$ cat config.mk
export PLATFORM = sky130hd
export DESIGN_NAME = pix_seq_flat
export DESIGN_NICKNAME = d
export VERILOG_FILES = /design/src/rtl/pix_seq_pkg.sv /design/src/rtl/pix_seq_if.sv /design/src/rtl/pix_seq_div.sv /design/src/rtl/pix_seq.sv /design/src/flat_wrapper.sv
export SDC_FILE = /design/constraint.sdc
export NUM_CORES = 1
export LEC_CHECK = 0
export ABC_AREA = 1
export BUFFER_PORTS_ARGS = -buffer_cell sky130_fd_sc_hd__buf_4
export CORE_MARGIN = 2
export CORE_UTILIZATION = 29
export CTS_CLUSTER_SIZE = 14
export DETAILED_ROUTE_END_ITERATION = 7
export MAX_ROUTING_LAYER = met4
export PLACE_DENSITY = 0.48
export SETUP_SLACK_MARGIN = 0.2
export SYNTH_ARGS = -nofsm -noshare
export SYNTH_HDL_FRONTEND = slang
export SYNTH_SLANG_ARGS = --single-unit
$ cat constraint.sdc
create_clock -name sys_clk -period 4.3 [get_ports sys_clk]
set_clock_uncertainty 0.2 [all_clocks]
set_input_delay 0 -clock sys_clk [delete_from_list [all_inputs] [get_ports sys_clk]]
set_output_delay 0 -clock sys_clk [all_outputs]
set_load 0.005 [all_outputs]
$ cat src/rtl/pix_seq_pkg.sv
// Shared definitions for the pixel sequencer: pixel-mode encodings,
// default sizes, sequencer state codes and the word-packing helper.
package pix_seq_pkg;

  localparam logic [1:0] PM_CRY16    = 2'd0;
  localparam logic [1:0] PM_RGB24    = 2'd1;
  localparam logic [1:0] PM_DIRECT16 = 2'd2;
  localparam logic [1:0] PM_RGB16    = 2'd3;

  localparam int LB_WORDS_DEF = 360;
  localparam int PW_BITS_DEF  = 3;

  // Sequencer states: idle between lines, active inside the hde span.
  localparam logic [0:0] ST_IDLE = 1'b0;
  localparam logic [0:0] ST_ACT  = 1'b1;

  // Every mode except RGB24 packs two 16-bit pixels into one 32-bit word.
  function automatic logic is_wide(input logic [1:0] pm);
    return (pm != PM_RGB24);
  endfunction

endpackage

$ cat src/rtl/pix_seq_if.sv
// Timing bus between the video timing source and the pixel sequencer.
// Strobe semantics: there is no valid/ready handshake. The master drives
// vclk/dd/hde/pwidth/pmode; the slave samples them only on vclk rising
// edges and returns pp/nextpixa/nextpixd as single-tick strobes, with
// word2/wide/lbovf as levels that hold between ticks.
interface pix_seq_if #(parameter int PW_BITS = 3);

  logic               vclk;
  logic               dd;
  logic               hde;
  logic [PW_BITS-1:0] pwidth;
  logic [1:0]         pmode;

  logic               pp;
  logic               nextpixa;
  logic               nextpixd;
  logic               word2;
  logic               wide;
  logic               lbovf;
  logic               seq_state;

  modport master (
    output vclk, dd, hde, pwidth, pmode,
    input  pp, nextpixa, nextpixd, word2, wide, lbovf, seq_state
  );

  modport slave (
    input  vclk, dd, hde, pwidth, pmode,
    output pp, nextpixa, nextpixd, word2, wide, lbovf, seq_state
  );

endinterface

$ cat src/rtl/pix_seq_div.sv
// Tick-driven pixel-period divider: counts 0..limit and flags the
// boundary tick. Shared with border/blank timing.
module pix_seq_div #(
  parameter int W = 3
) (
  input  logic         sys_clk,
  input  logic         resetl,
  input  logic         tick,
  input  logic         clr,
  input  logic         run,
  input  logic [W-1:0] limit,
  output logic [W-1:0] cnt,
  output logic         boundary
);

  assign boundary = (cnt == limit);

  // Count on each tick while running, wrap at the boundary, clear on request.
  always_ff @(posedge sys_clk or negedge resetl) begin
    if (!resetl) begin
      cnt <= '0;
    end else if (tick) begin
      if (clr)
        cnt <= '0;
      else if (run)
        cnt <= boundary ? '0 : cnt + W'(1);
    end
  end

endmodule

$ cat src/rtl/pix_seq.sv
// Pixel sequencer: produces pixel pulse, line-buffer fetch strobes and
// half-word select from hde, the latched pixel width and pixel mode,
// advancing only on vclk rising edges seen in the sys_clk domain.
module pix_seq
  import pix_seq_pkg::*;
#(
  parameter int LB_WORDS = LB_WORDS_DEF,
  parameter int PW_BITS  = PW_BITS_DEF
) (
  input logic        sys_clk,
  input logic        resetl,
  pix_seq_if.slave   bus
);

  localparam int WC_W = $clog2(LB_WORDS + 1);
  localparam logic [WC_W-1:0] LB_MAX = WC_W'(LB_WORDS);

  logic               old_vclk;
  logic               tick;
  logic [0:0]         st_q;
  logic [1:0]         pmode_l;
  logic [PW_BITS-1:0] pwidth_l;
  logic               phase_q;
  logic [WC_W-1:0]    wcnt_q;
  logic               pp_q;
  logic               np_q;
  logic               word2_q;
  logic               lbovf_q;

  logic               wide_l;
  logic               clr_line;
  logic               start;
  logic               run;
  logic [PW_BITS-1:0] pcnt;
  logic               boundary;
  logic               phase_nx;
  logic               new_word;
  logic               fetch_ok;

  // Previous vclk sample for rising-edge detection.
  always_ff @(posedge sys_clk or negedge resetl) begin
    if (!resetl)
      old_vclk <= 1'b0;
    else
      old_vclk <= bus.vclk;
  end

  assign tick     = bus.vclk & ~old_vclk;
  assign wide_l   = is_wide(pmode_l);
  // dd and a dropped hde share the same line clear; dd wins regardless of hde.
  assign clr_line = bus.dd | ~bus.hde;
  assign start    = ~clr_line & (st_q == ST_IDLE);
  assign run      = ~clr_line & (st_q == ST_ACT);
  // Phase only toggles for two-pixel words; it stays 0 in RGB24.
  assign phase_nx = (boundary & wide_l) ? ~phase_q : phase_q;
  assign new_word = boundary & (~wide_l | ~phase_nx);
  assign fetch_ok = (wcnt_q < LB_MAX);

  pix_seq_div #(.W(PW_BITS)) u_div (
    .sys_clk  (sys_clk),
    .resetl   (resetl),
    .tick     (tick),
    .clr      (clr_line | start),
    .run      (run),
    .limit    (pwidth_l),
    .cnt      (pcnt),
    .boundary (boundary)
  );

  // Line state, mode latch, word/phase tracking and strobe generation per tick.
  always_ff @(posedge sys_clk or negedge resetl) begin
    if (!resetl) begin
      st_q     <= ST_IDLE;
      pmode_l  <= PM_RGB24;
      pwidth_l <= '0;
      phase_q  <= 1'b0;
      wcnt_q   <= '0;
      pp_q     <= 1'b0;
      np_q     <= 1'b0;
      word2_q  <= 1'b0;
      lbovf_q  <= 1'b0;
    end else if (tick) begin
      if (clr_line) begin
        st_q    <= ST_IDLE;
        phase_q <= 1'b0;
        wcnt_q  <= '0;
        pp_q    <= 1'b0;
        np_q    <= 1'b0;
        word2_q <= 1'b0;
        lbovf_q <= 1'b0;
      end else if (start) begin
        st_q     <= ST_ACT;
        pmode_l  <= bus.pmode;
        pwidth_l <= bus.pwidth;
        phase_q  <= 1'b0;
        wcnt_q   <= WC_W'(1);
        pp_q     <= 1'b1;
        np_q     <= 1'b1;
        word2_q  <= is_wide(bus.pmode);
      end else begin
        pp_q    <= boundary;
        phase_q <= phase_nx;
        word2_q <= wide_l & ~phase_nx;
        if (new_word && fetch_ok) begin
          np_q   <= 1'b1;
          wcnt_q <= wcnt_q + WC_W'(1);
        end else begin
          np_q <= 1'b0;
        end
        if (new_word && !fetch_ok)
          lbovf_q <= 1'b1;
      end
    end
  end

  assign bus.pp        = pp_q;
  assign bus.nextpixa  = np_q;
  assign bus.nextpixd  = np_q;
  assign bus.word2     = word2_q;
  assign bus.wide      = wide_l;
  assign bus.lbovf     = lbovf_q;
  assign bus.seq_state = st_q;

endmodule

$ cat src/flat_wrapper.sv
// flat-port wrapper written by rule: the top's interface ports become plain ports
module pix_seq_flat import pix_seq_pkg::*;
#(
  parameter int LB_WORDS = LB_WORDS_DEF,
  parameter int PW_BITS  = PW_BITS_DEF
)
  (sys_clk, resetl, bus_vclk, bus_dd, bus_hde, bus_pwidth, bus_pmode, bus_pp, bus_nextpixa, bus_nextpixd, bus_word2, bus_wide, bus_lbovf, bus_seq_state);
  pix_seq_if #(.PW_BITS(PW_BITS)) bus_i ();
  input logic sys_clk;
  input logic resetl;
  input wire logic [$bits(bus_i.vclk)-1:0] bus_vclk;
  input wire logic [$bits(bus_i.dd)-1:0] bus_dd;
  input wire logic [$bits(bus_i.hde)-1:0] bus_hde;
  input wire logic [$bits(bus_i.pwidth)-1:0] bus_pwidth;
  input wire logic [$bits(bus_i.pmode)-1:0] bus_pmode;
  output wire logic [$bits(bus_i.pp)-1:0] bus_pp;
  output wire logic [$bits(bus_i.nextpixa)-1:0] bus_nextpixa;
  output wire logic [$bits(bus_i.nextpixd)-1:0] bus_nextpixd;
  output wire logic [$bits(bus_i.word2)-1:0] bus_word2;
  output wire logic [$bits(bus_i.wide)-1:0] bus_wide;
  output wire logic [$bits(bus_i.lbovf)-1:0] bus_lbovf;
  output wire logic [$bits(bus_i.seq_state)-1:0] bus_seq_state;
  assign bus_i.vclk = bus_vclk;
  assign bus_i.dd = bus_dd;
  assign bus_i.hde = bus_hde;
  assign bus_i.pwidth = bus_pwidth;
  assign bus_i.pmode = bus_pmode;
  assign bus_pp = bus_i.pp;
  assign bus_nextpixa = bus_i.nextpixa;
  assign bus_nextpixd = bus_i.nextpixd;
  assign bus_word2 = bus_i.word2;
  assign bus_wide = bus_i.wide;
  assign bus_lbovf = bus_i.lbovf;
  assign bus_seq_state = bus_i.seq_state;
  pix_seq #(.LB_WORDS(LB_WORDS), .PW_BITS(PW_BITS)) u_core (.sys_clk(sys_clk), .resetl(resetl), .bus(bus_i));
endmodule
==> results by group, run 1 <==
Critical path
  – Crit-path leading delay family: simple AND/OR/NAND/NOR gates
  – CP Class: reg2reg
  – Critical path fanouts, max: 13
  – Buf+Inv Stages, Crit Path: 1
  – Worst Setup Start Kind: flop
  – Arrival @ worst endpoint: between 1.5 and 2 ns
  – Slowest CP cell: dfrtp_1
  – CP cell instances: nor2_4, nand2_2, nor2_1, inv_1, nor2_2, nand3b_1, nand2_1
  – Critical path data required time: 4.32 ns
  – Max incr delay on CP: 0.40 ns
  – Crit end category: flop
  – Flop-to-flop setup slack: 2.55 ns

Global route
  – Grt ovf: 0
  – Overall Global Routing Usage: 0.136
  – Initial antenna violation count: 0
  – Vias in the first global route: 1,174
  – First-pass GRT wire length: 5540 um
  – Pin count of the biggest net entering global routing: 24

Drt
  – Via count: 1,201
  – Routed wire per std cell: roughly 11 um
  – Remaining design rule violation count: 0
  – Post-route ant nets: 0
  – DR pass1 iterations: 4
  – Detailed Route WL: 3140 um
  – Starting DRT DRC Count: 69
  – Vias per Instance: 4.34

Timing
  – Setup Total Neg Slack: 0 ns
  – Fin crit period: 1.75 ns
  – Tcrit/Tclk final: 0.407
  – Final hold slack: -0.00784 ns
  – Unrepaired setup endpoints after global routing: false
  – FMAX: 571 MHz
  – Max-slew violation count: 0
  – Worst-Margin Slew: between 0.3 and 0.4 ns
  – Relative slew slack: 0.734
  – Final setup vio count: 0
  – Fin. Hold Viols: 2

Layout
  – Area growth syn-to-layout: 24.6%
  – Fraction of layout cells with a size suffix above 1: 0.229
  – # diodes: 0
  – Final net count: 223
  – Final Cell Area: 1780 um2
  – Non-Filler Instances: 277

Floorplanning
  – Initial Utilization: 0.302
  – I/O pins: 17
  – Core ar.: 4720 um2
  – # rows: 25
  – Die Wd: 74.2 um
  – Total Die Area: 5500 um2
  – Die Y: 74.2 um

CTS
  – CTS tree: done
  – Clock H-tree levels: 1
  – Buffer levels on the longest clock path: 2
  – Num CTS Buffers: 3
  – CTS Root Cell: clkbuf_8
  – Post-CTS setup buffer count: 0
  – CTS sink count: 24
  – Clock Latency Late Sink: between 0.2 and 0.3 ns
  – Clk slew on worst S/H paths: 0.10 ns

Place
  – Dpl hpwl: about 2300 um
  – Placed Cells: 262
  – RePlAce Congestion: 0.794
  – IO Port Bufs: 16
  – Placed Area: 1610 um2

Outcome
  – Failing checks: hold timing
  – Status: finished with violations

Job
  – Max Cap Viol: 0

Synthesis
  – Synthesized Nets: 194
  – Ys flop type: dfrtp_1
  – Post-synth EDFFs: 0
  – Synthesized flop and latch total: 24
  – Post-Syn Area: 1430 um2
  – Mean Syn Cell Area: 7.84 um2
  – Synth cell types: 28
  – Post-synthesis sequential area ratio: 0.422
  – YS warnings: 0
  – Syn Inst Count: 182
  – Async set-or-reset flop fraction in the synthesized netlist: 1.00

Power and ir drop
  – Leak: slightly below 0.0009 uW
  – Maximum vdd drop: 0.132 mV
  – Total power: 513 uW
  – Power per standard cell area: 288 nW/um2

Worst hold path
  – Hold Crit Class: in2reg
## worst min-delay path: cells and delay by family
| kind | cells | cell delay (ns) |
|---|---|---|
| compound gates | 1 | 0.08 |
| buf+inv | 2 | 0.13 |
| simple gates | 2 | 0.22 |
## cell usage after synthesis, types with 3 or more instances
| master | instances | area, um2 |
|---|---|---|
| a21oi_1 | 6 | 30.0 |
| dfrtp_1 | 23 | 576 |
| inv_1 | 24 | 90.1 |
| inv_2 | 3 | 11.3 |
| nand2_1 | 50 | 188 |
| nand2_2 | 10 | 62.6 |
| nand3_1 | 16 | 80.1 |
| nand4_1 | 4 | 25.0 |
| nor2_1 | 10 | 37.5 |
| nor2_2 | 3 | 18.8 |
| o21ai_0 | 6 | 30.0 |
| o21ai_2 | 4 | 35.0 |
## per-stage QoR
stage	hold WS, ns	setup slack, ns	util
final	-0.00784	2.55	0.377
after global routing	0.0609	2.36	0.377
after CTS	0.00258	2.51	0.377
after detailed placement	-0.270	2.55	0.342
after global placement	-0.272	2.54	0.342
after floorplan	-0.496	2.84	-
## cells by family (layout without fill, tap and decap cells)
logic type                 after synthesis  after routing  synth area share
AOI/OAI and AO/OA                       21             21            0.0885
adders and majority gates                2              2            0.0175
muxes                                    1              1           0.00789
buffers and inverters                   31             59            0.0859
DFF                                     24             24             0.422
xor gates and xnor gates                 2              2            0.0123
and+or+nand+nor                        101            101             0.366
## registers in the layout (all words and copies together), names as in the netlist
| name | flops |
|---|---|
| u_core.bus.lbovf | 1 |
| u_core.bus.nextpixa | 1 |
| u_core.bus.pp | 1 |
| u_core.bus.seq_state | 1 |
| u_core.bus.word2 | 1 |
| u_core.old_vclk | 1 |
| u_core.phase_q | 1 |
| u_core.pmode_l | 2 |
| u_core.pwidth_l | 3 |
| u_core.u_div.cnt | 3 |
| u_core.wcnt_q | 9 |
## cell usage in the layout, fill, tap and decap left out, drive strengths merged
master / n
nand2: 61
a21oi: 6
xor2: 2
nand3: 18
o21ai: 12
clkbuf: 4
o211ai: 2
mux2: 1
nor2: 16
a31oi: 1
dfrtp: 23
nor4: 1
nand3b: 1
clkinv: 1
nand4: 4
inv: 27
buf: 17
dlygate4sd3: 10
ha: 2
dfstp: 1
## layout make-up
class | instances | area [um2]
fillers | 495 | 2940
multi-input cells | 127 | 703
flip-flops and latches | 24 | 602
repair buffers | 27 | 240
inverters | 28 | 105
well taps | 67 | 83.8
clock buffers | 4 | 45.0
## path summary, 6_finish.rpt
kind | startpoint | cells after the start | endpoint
setup / recovery | u_core.old_vclk$_DFF_PN0_ | 7 | u_core.wcnt_q[4]$_DFFE_PN0P_
hold / removal | bus_hde | 5 | u_core.bus.seq_state$_DFFE_PN0P_
setup reg to reg | u_core.old_vclk$_DFF_PN0_ | 7 | u_core.wcnt_q[4]$_DFFE_PN0P_
hold reg to reg | u_core.bus.lbovf$_DFFE_PN0P_ | 2 | u_core.bus.lbovf$_DFFE_PN0P_
max in group asynchronous | resetl | 4 | u_core.bus.pp$_DFFE_PN0P_
min in group asynchronous | resetl | 4 | u_core.wcnt_q[0]$_DFFE_PN0P_
## per-layer routing
| metal | track usage | vias up | share of wire |
|---|---|---|---|
| met5 | - | - | 0 |
| met4 | 0.0485 | 0 | 0.014 |
| met3 | 0.0122 | 4 | 0.019 |
| met2 | 0.193 | 14 | 0.42 |
| met1 | 0.201 | 551 | 0.54 |
| li1 | - | 632 | - |
## repair_timing
| action | 4_1_cts | 5_1_grt |
|---|---|---|
| endpoints found under the hold margin | 42 | 0 |
| hold buffers | 11 | 0 |
| resized for setup | 0 | 0 |
## report_power, final
| group | total, uW | switching, uW | internal, uW | leakage (uW) |
|---|---|---|---|---|
| Sequential | 258 | 12.4 | 245 | 0.000314 |
| Combinational | 109 | 62.7 | 46.6 | 0.000550 |
| Clock | 146 | 79.1 | 66.4 | 0.0000228 |
Power figures use the tool's default switching activity.
==> run 2, diff against run 1 <==
==> constraint.sdc (replaced) <==
create_clock -name sys_clk -period 1.75 [get_ports sys_clk]
set_clock_uncertainty 0.2 [all_clocks]
set_input_delay 0 -clock sys_clk [delete_from_list [all_inputs] [get_ports sys_clk]]
set_output_delay 0 -clock sys_clk [all_outputs]
set_load 0.005 [all_outputs]
==> results by group, run 2 (synthesis gave the netlist of run 1 again) <==
Drt
  – Post-route ant nets: 0
  – DR pass1 iterations: 4
  – Met1 wire length: 1880 um
  – DR top layer: met4
  – Starting DRT DRC Count: 56
  – Vias per Instance: 4.32
  – Remaining design rule violation count: 0
  – Met2 routed WL: between 1000 and 1500 um
  – Detailed Route WL: approximately 3400 um
  – Routed wire per std cell: 11.6 um
  – Met3 WL: 61 um
  – Via count: 1,265

Global route
  – Initial antenna violation count: 0
  – First-pass GRT wire length: 5770 um
  – Pin count of the biggest net entering global routing: 25
  – Vias in the first global route: 1,195
  – Overall Global Routing Usage: 0.145
  – Grt ovf: 0

Critical path
  – Worst Setup Start Kind: flop
  – Critical path data required time: 1.68 ns
  – Arrival @ worst endpoint: 1.50 ns
  – CP Class: reg2reg
  – Crit end category: flop
  – Critical path fanouts, max: 4

Timing
  – Fin crit period: 1.57 ns
  – FMAX: 637 MHz
  – Final setup vio count: 0
  – Relative slew slack: 0.748
  – Unrepaired setup endpoints after global routing: true
  – Tcrit/Tclk final: 0.897
  – Fin. Hold Viols: 0
  – Setup Total Neg Slack: 0 ns
  – Worst-Margin Slew: 0.375 ns
  – Max-slew violation count: 0

Outcome
  – Status: finished clean

Place
  – IO Port Bufs: 16
  – Placed Area: 1650 um2
  – RePlAce Congestion: approximately 0.83
  – Dpl hpwl: 2380 um

CTS
  – Clk slew on worst S/H paths: 0.08 ns
  – Num CTS Buffers: 3
  – Clock Latency Late Sink: 0.27 ns
  – CTS tree: done
  – CTS Root Cell: clkbuf_8
  – CTS sink count: 24
  – Buffer levels on the longest clock path: 2
  – Clock H-tree levels: 1

Floorplanning
  – Total Die Area: 5500 um2
  – Initial Utilization: 0.302
  – # rows: 25
  – I/O pins: 17
  – Die Y: 74.2 um
  – Core ar.: 4720 um2
  – Die Wd: 74.2 um

Layout
  – Area growth syn-to-layout: 35.7%
  – Fraction of layout cells with a size suffix above 1: 0.341
  – Fillers: 500
  – Commonest non-fill, non-tap cell in the layout: nand2_1
  – # diodes: 0
  – Top reg by flops: u_core.wcnt_q
  – Final Cell Area: 1940 um2
  – Top Registers: u_core.wcnt_q: 9 flops, u_core.pwidth_l: 3 flops, u_core.u_div.cnt: 3 flops
  – Commonest non-fill, non-tap cells in the layout: 45 x nand2_1, 31 x buf_4, 23 x dfrtp_1
  – Final net count: 239
  – Max FFs per register: 9

Job
  – Max Cap Viol: 0

Power and ir drop
  – Power per standard cell area: 667 nW/um2
  – Switch share: 0.298
  – P_sw: 385 uW
  – Int Power: 907 uW
  – Gate power share: 0.243
  – Maximum vdd drop: 0.290 mV
  – Seq pwr share: 0.490
  – Clock share of power: 0.266
  – Leak: 0.000964 uW

Worst hold path
  – Hold Crit Class: in2reg
-- run 2: cell types whose count changed in the layout (fill, tap and decap cells not counted), moves of 3 or more --
cell / before / now
nand2_1: 50 / 45
nand2_2: 10 / 15
inv_2: 3 / 6
inv_1: 24 / 21
buf_4: 16 / 31
-- run 2: per-stage QoR --
| stage | cells | hold WS, ns | setup WS (ns) | util | power (uW) |
|---|---|---|---|---|---|
| detailed placement | 267 | -0.279 | 0.142 | 0.350 | 903 |
| floorplan | 182 | -0.496 | 0.294 | - | 804 |
| global placement | 267 | -0.272 | 0.147 | 0.350 | 907 |
| finish | 293 | 0.0922 | 0.180 | 0.410 | 1290 |
| CTS | 292 | 0.0872 | 0.189 | 0.401 | 1290 |
| global route | 293 | 0.110 | 0.102 | 0.410 | 1370 |
-- run 2: repair_timing --
item / 4_1_cts / 5_1_grt
buffers inserted: 9 / 1
pin swaps: 6 / 5
hold buffers: 11 / 0
setup endpoints to repair: 9 / 15
gates resized for setup: 2 / 14
cloned: 1 / 0
hold endpoints to repair: 39 / 0
-- run 2: cell type report --
type                            count  area [um2]  share of cell area
Timing Repair Buffer               42         343               0.177
Inverter                           28         106              0.0549
Tap cell                           67        83.8              0.0433
Multi-Input combinational cell    128         757               0.391
Clock buffer                        4        45.0              0.0233
Sequential cell                    24         602               0.311
-- run 2: final timing paths --
path,depth (start not counted),start,slack [ns],end
setup / recovery,6,u_core.u_div.cnt[0]$_DFFE_PN0P_,0.18,u_core.u_div.cnt[2]$_DFFE_PN0P_
min in group asynchronous,3,resetl,0.50,u_core.old_vclk$_DFF_PN0_
max in group asynchronous,3,resetl,0.56,u_core.pmode_l[0]$_DFFE_PN1P_
setup reg to reg,6,u_core.u_div.cnt[0]$_DFFE_PN0P_,0.18,u_core.u_div.cnt[2]$_DFFE_PN0P_
hold reg to reg,2,u_core.bus.lbovf$_DFFE_PN0P_,0.29,u_core.bus.lbovf$_DFFE_PN0P_
hold / removal,7,bus_dd,0.09,u_core.bus.word2$_DFFE_PN0P_
-- run 2: worst max-delay path, stage by stage (launching register included) --
cell,delay (ns)
dfrtp_1,0.42
buf_4,0.14
buf_4,0.12
ha_1,0.20
xor2_1,0.16
nand4_1,0.08
o21ai_0,0.12
-- run 2: routing by layer --
layer  track usage  vias to the layer above
li1              -                      666
met1         0.218                      581
met2         0.192                       14
met3        0.0176                        4
met4        0.0626                        0
met5             -                        -
-- run 2: power groups by stage --
| stage | combinational, uW | sequential (uW) | clock (uW) |
|---|---|---|---|
| after floorplan | 166 | 638 | 0 |
| after global placement | 264 | 643 | 0 |
| after detailed placement | 260 | 643 | 0 |
| after CTS | 305 | 630 | 359 |
| after global routing | 352 | 638 | 384 |
| final | 315 | 634 | 344 |
==> run 3, diff against run 2 <==
--- a/config.mk
+++ b/config.mk
@@ -7,12 +7,13 @@
 export LEC_CHECK = 0
 export ABC_AREA = 1
 export BUFFER_PORTS_ARGS = -buffer_cell sky130_fd_sc_hd__buf_4
+export CAP_MARGIN = 40
+export CORE_ASPECT_RATIO = 0.8
 export CORE_MARGIN = 2
 export CORE_UTILIZATION = 29
 export CTS_CLUSTER_SIZE = 14
 export DETAILED_ROUTE_END_ITERATION = 7
 export MAX_ROUTING_LAYER = met4
-export PLACE_DENSITY = 0.48
 export SETUP_SLACK_MARGIN = 0.2
 export SYNTH_ARGS = -nofsm -noshare
 export SYNTH_HDL_FRONTEND = slang
==> results by group, run 3 (synthesis gave the netlist of run 1 again) <==
Layout
  – Area growth syn-to-layout: 35.8%
  – Top Registers: u_core.wcnt_q: 9 flops, u_core.pwidth_l: 3 flops, u_core.u_div.cnt: 3 flops
  – Commonest non-fill, non-tap cell in the layout: nand2_1
  – Max FFs per register: 9
  – Final Cell Area: 1940 um2
  – Fraction of layout cells with a size suffix above 1: 0.314
  – Fillers: 475
  – Top reg by flops: u_core.wcnt_q
  – # diodes: 0
  – Commonest non-fill, non-tap cells in the layout: 47 x nand2_1, 32 x buf_4, 23 x dfrtp_1
  – Final net count: approximately 240
  – Final Util: 0.417

Critical path
  – CP Class: reg2reg
  – CP endpoint: u_core.wcnt_q[3]$_DFFE_PN0P_
  – Critical path fanouts, max: 7
  – Arrival @ worst endpoint: approximately 1.5 ns
  – Buf+Inv Stages, Crit Path: 1
  – Crit-path leading delay family: simple AND/OR/NAND/NOR gates
  – Max incr delay on CP: 0.42 ns
  – FF-to-FF Start: u_core.u_div.cnt[0]$_DFFE_PN0P_
  – CP most frequent cell: nand3_4
  – CP cell instances: inv_2, nand2_1, nand2_2, nand3_4, nor2_8, nand3_4, nand2_4, o21ai_2
  – Crit. path cell count: 8
  – Crit end category: flop
  – Flop-to-flop setup slack: 0.19 ns
  – Slowest CP cell: dfrtp_1
  – Worst Setup SP: u_core.u_div.cnt[0]$_DFFE_PN0P_
  – Reg2Reg Depth: 8
  – Worst Setup Start Kind: flop
  – FF-to-FF End: u_core.wcnt_q[3]$_DFFE_PN0P_
  – Critical path data required time: approximately 1.7 ns

Drt
  – Via count: 1,297
  – Detailed Route WL: 3310 um
  – Vias per Instance: 4.49
  – Routed wire per std cell: between 10 and 15 um
  – DR pass1 iterations: 4
  – Starting DRT DRC Count: 63
  – Post-route ant nets: 0
  – Remaining design rule violation count: 0

Place
  – Dpl hpwl: 2250 um
  – RePlAce Congestion: 0.804
  – Placed Area: 1650 um2
  – IO Port Bufs: 16

CTS
  – CTS Root Cell: clkbuf_8
  – CTS sink count: 24
  – CTS tree: done
  – Clk slew on worst S/H paths: 0.09 ns
  – Num CTS Buffers: 3
  – Clock Latency Late Sink: 0.27 ns
  – Buffer levels on the longest clock path: 2
  – Clock H-tree levels: 1

Power and ir drop
  – Leak: around 0.00099 uW
  – Total power: between 1000 and 1500 uW
  – Power per standard cell area: 661 nW/um2
  – Maximum vdd drop: 0.503 mV

Global route
  – First-pass GRT wire length: 5580 um
  – Overall Global Routing Usage: 0.136
  – Grt ovf: 0
  – Pin count of the biggest net entering global routing: 25
  – Initial antenna violation count: 0
  – Vias in the first global route: 1,235

Floorplanning
  – I/O pins: 17
  – Initial Utilization: 0.307
  – Die Y: around 67 um
  – # rows: 22
  – Core ar.: 4650 um2
  – Die Wd: 82.4 um
  – Total Die Area: 5500 um2

Timing
  – Fin. Hold Viols: 1
  – Max-slew violation count: 0
  – Relative slew slack: 0.683
  – Fin crit period: 1.56 ns
  – Worst-Margin Slew: 0.472 ns
  – Unrepaired setup endpoints after global routing: true
  – Tcrit/Tclk final: 0.889
  – Final hold slack: -0.0114 ns
  – FMAX: about 640 MHz
  – Setup Total Neg Slack: 0 ns
  – Final setup vio count: 0

Worst hold path
  – Hold Crit Class: in2reg

Outcome
  – Status: finished with violations
  – Failing checks: hold timing

Job
  – Max Cap Viol: 0
run 3: cell count changes in the layout (fill, tap and decap cells not counted), sizes merged:
cell         delta
dlygate4sd3     +2
buf             +1
run 3: how the worst min path moves through the flow:
| stage | to | from | depth (start not counted) |
|---|---|---|---|
| 2_1_floorplan | u_core.bus.lbovf$_DFFE_PN0P_ | resetl | 0 |
| 3_3_place_gp | u_core.pwidth_l[1]$_DFFE_PN0P_ | resetl | 1 |
| 3_5_place_dp | u_core.pwidth_l[1]$_DFFE_PN0P_ | resetl | 1 |
| 4_1_cts | u_core.bus.lbovf$_DFFE_PN0P_ | bus_dd | 6 |
| 5_1_grt | u_core.wcnt_q[0]$_DFFE_PN0P_ | bus_dd | 6 |
| 6_report | u_core.wcnt_q[0]$_DFFE_PN0P_ | bus_dd | 6 |
run 3: layout make-up:
cell class / count / area, um2 / area share
multi-input cells: 128 / 739 / 0.382
flip-flops and latches: 24 / 602 / 0.311
repair buffers: 45 / 370 / 0.191
inverters: 28 / 106 / 0.0549
well taps: 60 / 75.1 / 0.0387
clock buffers: 4 / 45.0 / 0.0232
run 3: repair_timing:
| item | in CTS | in global routing |
|---|---|---|
| cloned | 1 | 0 |
| pin swaps | 5 | 4 |
| setup buffers | 6 | 4 |
| hold endpoints to repair | 39 | 2 |
| gates resized for setup | 3 | 7 |
| hold buffers | 8 | 5 |
| endpoints found under the setup margin | 6 | 16 |
run 3: per-layer routing:
metal | track usage | wire [um]
met4 | 0.0250 | 22
met1 | 0.197 | 1760
met2 | 0.196 | 1420
met5 | - | 0
met3 | 0.0298 | 105
run 3: tightest hold or removal path: cells and delay by family:
kind	cells	cell delay, ns
and+or+nand+nor	3	0.14
AOI/OAI and AO/OA	1	0.07
buffers and inverters	2	0.19
run 3: stage by stage:
stage,setup WS (ns),instances,hold slack (ns)
finish,0.195,289,-0.0114
global route,0.0621,289,0.0139
CTS,0.197,280,-0.110
detailed placement,0.162,261,-0.276
global placement,0.180,261,-0.278
floorplan,0.294,182,-0.496
run 3: report_power, final:
part | total, uW | switching, uW | internal (uW)
Sequential | 632 | 29.0 | 603
Combinational | 308 | 169 | 139
Clock | 340 | 177 | 163
Total | 1280 | 376 | 905
